`config.mk`:
```
export PLATFORM = sky130hd
export DESIGN_NAME = conv_relu_pool22
export DESIGN_NICKNAME = d
export VERILOG_FILES = /design/src/rtl/conv_relu_pool22.sv
export SDC_FILE = /design/constraint.sdc
export NUM_CORES = 1
export LEC_CHECK = 0
export BUFFER_PORTS_ARGS = -buffer_cell sky130_fd_sc_hd__buf_2
export CAP_MARGIN = 30
export CELL_PAD_IN_SITES_DETAIL_PLACEMENT = 2
export CELL_PAD_IN_SITES_GLOBAL_PLACEMENT = 2
export CORE_UTILIZATION = 25
export CTS_CLUSTER_SIZE = 28
export DETAILED_ROUTE_END_ITERATION = 8
export GPL_ROUTABILITY_DRIVEN = 1
export GPL_TIMING_DRIVEN = 1
export PLACE_DENSITY = 0.58
export SYNTH_ARGS = -nofsm -noshare
export SYNTH_HDL_FRONTEND = slang
export SYNTH_SLANG_ARGS = --single-unit
```
`constraint.sdc`:
```
create_clock -name clk -period 7.84 [get_ports clk]
set_input_delay 0.784 -clock clk [delete_from_list [all_inputs] [get_ports clk]]
set_output_delay 0.784 -clock clk [all_outputs]
set_load 0.005 [all_outputs]
```
`src/rtl/conv_relu_pool22.sv`:
```
// Bias add, optional ReLU (macro CONV_RELU_POOL_RELU_EN) and streaming 2x2 stride-2
// max-pool over a raster-ordered IN_W x IN_H feature map.
module conv_relu_pool22 #(
  parameter int BIT_WIDTH = 8,
  parameter int OUT_WIDTH = 32,
  parameter int IN_W      = 10,
  parameter int IN_H      = 10
) (
  input  logic                        clk,
  input  logic                        rst,
  input  logic                        in_valid,
  input  logic signed [OUT_WIDTH-1:0] in_data,
  input  logic        [BIT_WIDTH-1:0] bias,
  output logic                        out_valid,
  output logic signed [OUT_WIDTH-1:0] out_data,
  output logic                        frame_done
);
  localparam int CW = (IN_W > 2) ? $clog2(IN_W) : 1;
  localparam int RW = (IN_H > 2) ? $clog2(IN_H) : 1;
  localparam int LB = IN_W / 2;
  localparam int LW = (LB > 1) ? $clog2(LB) : 1;

  logic [CW-1:0] col;
  logic [RW-1:0] row;
  logic [LW-1:0] lidx;
  logic          col_last, row_last;

  logic signed [OUT_WIDTH-1:0] bias_ext, s, v, h, hold, lb_rd, pooled;
  logic signed [OUT_WIDTH-1:0] linebuf [LB];

  assign bias_ext = OUT_WIDTH'($signed(bias));
  assign s        = in_data + bias_ext;

`ifdef CONV_RELU_POOL_RELU_EN
  assign v = s[OUT_WIDTH-1] ? '0 : s;
`else
  assign v = s;
`endif

  // horizontal pair max, then vertical max against the even row's stored pair
  assign h        = (hold > v) ? hold : v;
  assign lidx     = LW'(col >> 1);
  assign lb_rd    = linebuf[lidx];
  assign pooled   = (lb_rd > h) ? lb_rd : h;
  assign col_last = (col == CW'(IN_W - 1));
  assign row_last = (row == RW'(IN_H - 1));

  // line buffer is never reset: each entry is written on an even row before its odd-row read
  always_ff @(posedge clk) begin
    if (in_valid && col[0] && !row[0]) linebuf[lidx] <= h;
  end

  always_ff @(posedge clk or posedge rst) begin
    if (rst) begin
      col        <= '0;
      row        <= '0;
      hold       <= '0;
      out_valid  <= 1'b0;
      out_data   <= '0;
      frame_done <= 1'b0;
    end else begin
      out_valid  <= 1'b0;
      frame_done <= 1'b0;
      if (in_valid) begin
        if (!col[0]) begin
          hold <= v;
        end else if (row[0]) begin
          out_data   <= pooled;
          out_valid  <= 1'b1;
          frame_done <= col_last && row_last;
        end
        if (col_last) begin
          col <= '0;
          row <= row_last ? '0 : row + 1'b1;
        end else begin
          col <= col + 1'b1;
        end
      end
    end
  end
endmodule

```
== After elaboration in Yosys (flattened, before gate mapping) ==
Memory sizes are Yosys's and may differ from the RTL's.
Index checks and enable logic that the tools add are counted.
Word-level totals
  register bits: 74
  RAM bits: 160
  input bits: 43
  logic and storage cells: 34
  memories kept: 1
Cells by class
  $add $sub $neg: 3
  $lt $le $gt $ge: 2
  equal/unequal tests: 2
  multiplexer cells: 12
  bitwise gates (word level): 1
  reduce and logical (&&, ||, !) cells: 7
Memory list
  linebuf: depth 5, bits a word 32, read ports 1, clocked after Yosys merged registers in 0, wr ports 1, RTL line 29  | logic signed [OUT_WIDTH-1:0] linebuf [LB];
Operators by type and width (number)
  greater-than comparator 32 bit: 2
  two-way mux 32 bit: 2
  adder 32 x 8 -> 32 bit: 1
  adder 4 x 1 -> 4 bit, second input constant: 2
  equality test 4 bit, second input constant: 2
  two-way mux 1 bit: 8
  two-way mux 4 bit: 2
  AND reduction 2 bit: 2
  logical AND 1 bit: 3
  AND reduction 3 bit: 1
  logical NOT 1 bit: 1
  NOT 1 bit: 1

== Depth between registers and ports, before layout ==
  word-level depth: 5
  mapped depth: 31
  depth with buffers taken out: 27

== Worst setup path after synthesis ==
Ideal clock, no wire load.
  kind: input to register
  from: input in_data[0]
  to: register out_data[30]
  arrival time: 6665 ps
  data required time: 7767 ps
  slack: 1102 ps
  stages on the path: 30
  buffers on the path: 4
  path through: ha_1 > fa_1 > a21o_1 > a221oi_2 > o22ai_2 > o211ai_1 > a31oi_1 > or3_1 > nand2_1 > ha_1 > nand4_1 > nor3_1 > a221oi_1 > o211ai_1 > o21a_1 > buf_2 > buf_2 > o21ai_0 > inv_1 > ha_1 > nand4_1 > nor2_1 > a221oi_2 > o211ai_1 > or3_2 > and2_4 > buf_6 > buf_6 > and3_4 > a21oi_2
Between the ends
  longest elaborated chain between the ends: 5
Ends and longest elaborated chain
  start: declaration: RTL line 12  | input logic signed [OUT_WIDTH-1:0] in_data,
  adder 32 x 8 -> 32 bit (*): RTL line 32  | assign s = in_data + bias_ext;
  greater-than comparator 32 bit: RTL line 41  | assign h = (hold > v) ? hold : v;
  two-way mux 32 bit (*): RTL line 41
  named net h[26]: RTL line 28  | logic signed [OUT_WIDTH-1:0] bias_ext, s, v, h, hold, lb_rd, pooled;
  greater-than comparator 32 bit (*): RTL line 44  | assign pooled = (lb_rd > h) ? lb_rd : h;
  two-way mux 32 bit (*): RTL line 44
  end signal: assignment: RTL line 68  | out_data <= pooled;
  end: declaration: RTL line 15  | output logic signed [OUT_WIDTH-1:0] out_data,
Mark *: on every way through the listed nets, which the timed path passes. The rest lies on a longest branch.
A chain may end at the register's enable or synchronous reset.

== Final worst setup path ==
  from: input in_data[0]
  to: register out_data[11]
Between the ends
  longest elaborated chain between the ends: 5
Ends and longest elaborated chain (RTL line)
  adder 32 x 8 -> 32 bit (*): 32
  greater-than comparator 32 bit: 41
  two-way mux 32 bit (*): 41
  greater-than comparator 32 bit: 44
  two-way mux 32 bit (*): 44
Mark *: on every way between the ends. The rest lies on a longest branch, timed or not.

==> summary.txt <==
Layout
  • Final Net Count: approximately 1400
  • Filler cells: 5483
  • Final core utilization: between 30% and 40%
  • Area growth from synthesis to layout: 20.54%
  • Diode count: 0
  • Post-route cell area: around 0.015 mm2
  • Fraction of layout cells with a size suffix above 1: between 10% and 20%

Placement
  • Number of I/O port buffers: 76
  • Post-DP HPWL: roughly 30000 um
  • DP Worst Slack: -94.90 ps
  • Routability cong.: around 0.78
  • Cell area after placement: approximately 0.014 mm2

Floorplan
  • Starting Density: 25.37%
  • Core area: 0.05027 mm2
  • Die Width: roughly 230 um
  • Die Area: around 0.052 mm2
  • Die Y: around 230 um
  • Num rows: 82
  • I/O Pins: 77

Synth
  • Cells after Synth: between 1000 and 1500
  • Syn Area/Cell: 10.87 um2
  • Ys async rst share: 31.62%
  • Synthesized Nets: 1312
  • Most used DFF post-synth: edfxtp_1
  • Count leader, synth: edfxtp_1
  • Cell Area, Synth: between 0.01 and 0.015 mm2
  • Commonest cells in the netlist: 160 x edfxtp_1, 126 x nand2_1, 101 x o21ai_0
  • Synth area leaders: edfxtp_1 38%, dfrtp_1 15%, ha_1 9.3%
  • Synth top area share: a little under two fifths
  • Synth area leader: edfxtp_1
  • Synthesized flop and latch total: 234
  • Yosys warnings: 0
  • Unique masters post-synth: 69
  • Post-synth EDFFs: 160
  • Register area share after synthesis: a little over half

Pwr
  • Tot Pwr: roughly 7.4 mW
  • Power per standard cell area: 479.3 mW/mm2
  • Max VDD drop: 227.4 uV
  • Leak: ~6.2 nW

Critical path
  • Slowest Stage Delay on Critical Path: between 600 and 700 ps
  • CP Launch Type: input port
  • Slowest CP cell: or4_1
  • CP most frequent cell: ha_1
  • Critical Path RT: just over 8000 ps
  • FF-to-FF path depth: 20
  • Setup CP Type: in -> reg
  • Crit path arrival time: approximately 7700 ps
  • Worst Path Max Fanout: 17
  • Critical Path End Type: flop

CTS
  • Worst-skew pair later-pin latency: ~550 ps
  • TritonCTS clock tree: done
  • Cts-stage hold buffer count: 0
  • Post-CTS setup buffers: 0
  • H-tree levels: 1
  • CTS root buf: clkbuf_16
  • Sink Count: roughly 230
  • CTS Buffer Depth: 3
  • Worst-path clk slew: roughly 60 ps
  • Total CTS buffers: 27
  • Post-cts resize count: 0

Timing
  • Final Cycle Share: a little over 90%
  • Final setup margin: 577.7 ps
  • Final Max Tran Viols: 0
  • Setup_tns: 0 ps
  • Setup Skew: 10.30 ps
  • RSZ-0062 raised after global routing: no
  • Post-layout minimum cycle time: between 7000 and 8000 ps
  • Max Freq: 137.7 MHz
  • Final setup viols: 0
  • Slew headroom: approximately two fifths
  • Final hold violation count: 0
  • Worst slew pin tran: 926.9 ps

Drt
  • Drt drc: 0
  • Routed wire length: a little over 40000 um
  • Per-cell routed wire length: approximately 21 um
  • Iter 0 DRT Violations: about 390
  • Via count: 9819
  • Antenna Nets Post-Route: 0
  • Drt pass-1 iters: 4
  • Vias/cell: between 4 and 5

Worst hold path
  • Worst min path class: in -> async

Outcome
  • Status: complete, no violations

GRT
  • Tot GR Track Use: around 16%
  • Overflow after GRT: 0
  • Number of global-route vias before repair: 10812
  • Initial antenna violation count: 0
  • First-pass GRT wire length: approximately 65000 um
  • Pin count of the biggest net entering global routing: 64

Job
  • Max Cap Viol: 0
==> sequential cells by signal, summed over array words and instances (netlist names) <==
name / count
frame_done: 1
row: 4
col: 4
out_valid: 1
linebuf: 160
hold: 32
out_data: 32
==> stage by stage <==
stage                     instances  hold WS, ps
after global routing           2002        341.2
after global placement         1951        477.1
after CTS                      2002        313.6
after detailed placement       1952        489.1
after floorplan                1173        466.9
final                          2002        305.6
==> cells by family after synthesis <==
kind of cell,synth area share (%)
buf+inv,3.267
flops,52.19
xor+xnor,2.060
simple gates,11.10
compound gates,18.40
mux,3.502
fa+ha+maj,9.477
==> per-layer routing <==
| metal | vias to the layer above | track usage (%) | routed length (um) | share of wire [%] |
|---|---|---|---|---|
| met3 | 43 | 1.487 | 877 | 2.1 |
| li1 | 4651 | - | - | - |
| met1 | 5027 | 21.11 | 19610 | 47 |
| met2 | 98 | 28.06 | 20360 | 49 |
| met4 | 0 | 3.649 | 737 | 1.8 |
| met5 | - | 0 | 0 | 0 |
==> cells in the final DEF (no fill, tap or decap), types with 4 or more instances in the layout <==
| cell type | synthesis | routed |
|---|---|---|
| buf_12 | 0 | 4 |
| dfrtp_1 | 74 | 73 |
| a21oi_1 | 98 | 98 |
| o211a_1 | 9 | 9 |
| o21ai_0 | 101 | 101 |
| buf_4 | 2 | 81 |
| xnor2_1 | 15 | 15 |
| mux4_2 | 4 | 4 |
| clkbuf_16 | 0 | 27 |
| ha_1 | 95 | 95 |
| a31oi_1 | 7 | 7 |
| a22oi_1 | 28 | 28 |
| o211ai_2 | 10 | 10 |
| o21ai_1 | 13 | 13 |
| inv_1 | 43 | 42 |
| and2_1 | 5 | 5 |
| buf_2 | 8 | 76 |
| clkbuf_1 | 34 | 7 |
| nor4_1 | 8 | 6 |
| clkinv_2 | 0 | 4 |
| nand2_1 | 126 | 126 |
| or3_1 | 4 | 4 |
| mux2i_1 | 30 | 30 |
| bufinv_16 | 0 | 4 |
| nand3_1 | 35 | 34 |
| and3_1 | 5 | 5 |
| xor2_1 | 15 | 15 |
| o21a_1 | 18 | 17 |
| nor2_1 | 80 | 78 |
| nor3_1 | 12 | 11 |
| a21o_1 | 19 | 19 |
| edfxtp_1 | 160 | 160 |
| o211ai_1 | 20 | 20 |
| nand4_1 | 17 | 17 |
| mux2_2 | 5 | 5 |
==> power breakdown <==
group	leakage [nW]	total [mW]	internal, mW	switching [mW]
registers	2.38	2.03	1.85	0.184
logic	3.42	4.01	1.54	2.47
clock network	0.443	1.32	0.790	0.532
total	6.24	7.37	4.18	3.19
==> final timing paths <==
check                            start           end  slack, ps
min                                rst       hold[6]        310
min in group clk           out_data[6]   out_data[6]        500
max in group asynchronous          rst      hold[25]       6450
min reg2reg                out_data[6]   out_data[6]        500
max                         in_data[0]  out_data[11]        580
max reg2reg                   hold[14]  out_data[11]       2570
==> final cells by class <==
type	instances	area [um2]	share of cell area [%]
well taps	672	840.8	5.469
multi-input cells	841	5722	37.22
clock inverters	14	188.9	1.229
flip-flops and latches	234	6658	43.31
inverters	44	166.4	1.082
clock buffers	36	729.5	4.745
repair buffers	161	1069	6.950
==> worst max-delay path: cells and delay by family <==
kind	cells	cell delay, ps
adders and majority gates	4	1240
and+or+nand+nor	9	2050
AOI/OAI and AO/OA	12	2990
buffers and inverters	4	600
(Power assumes the default switching activity.)
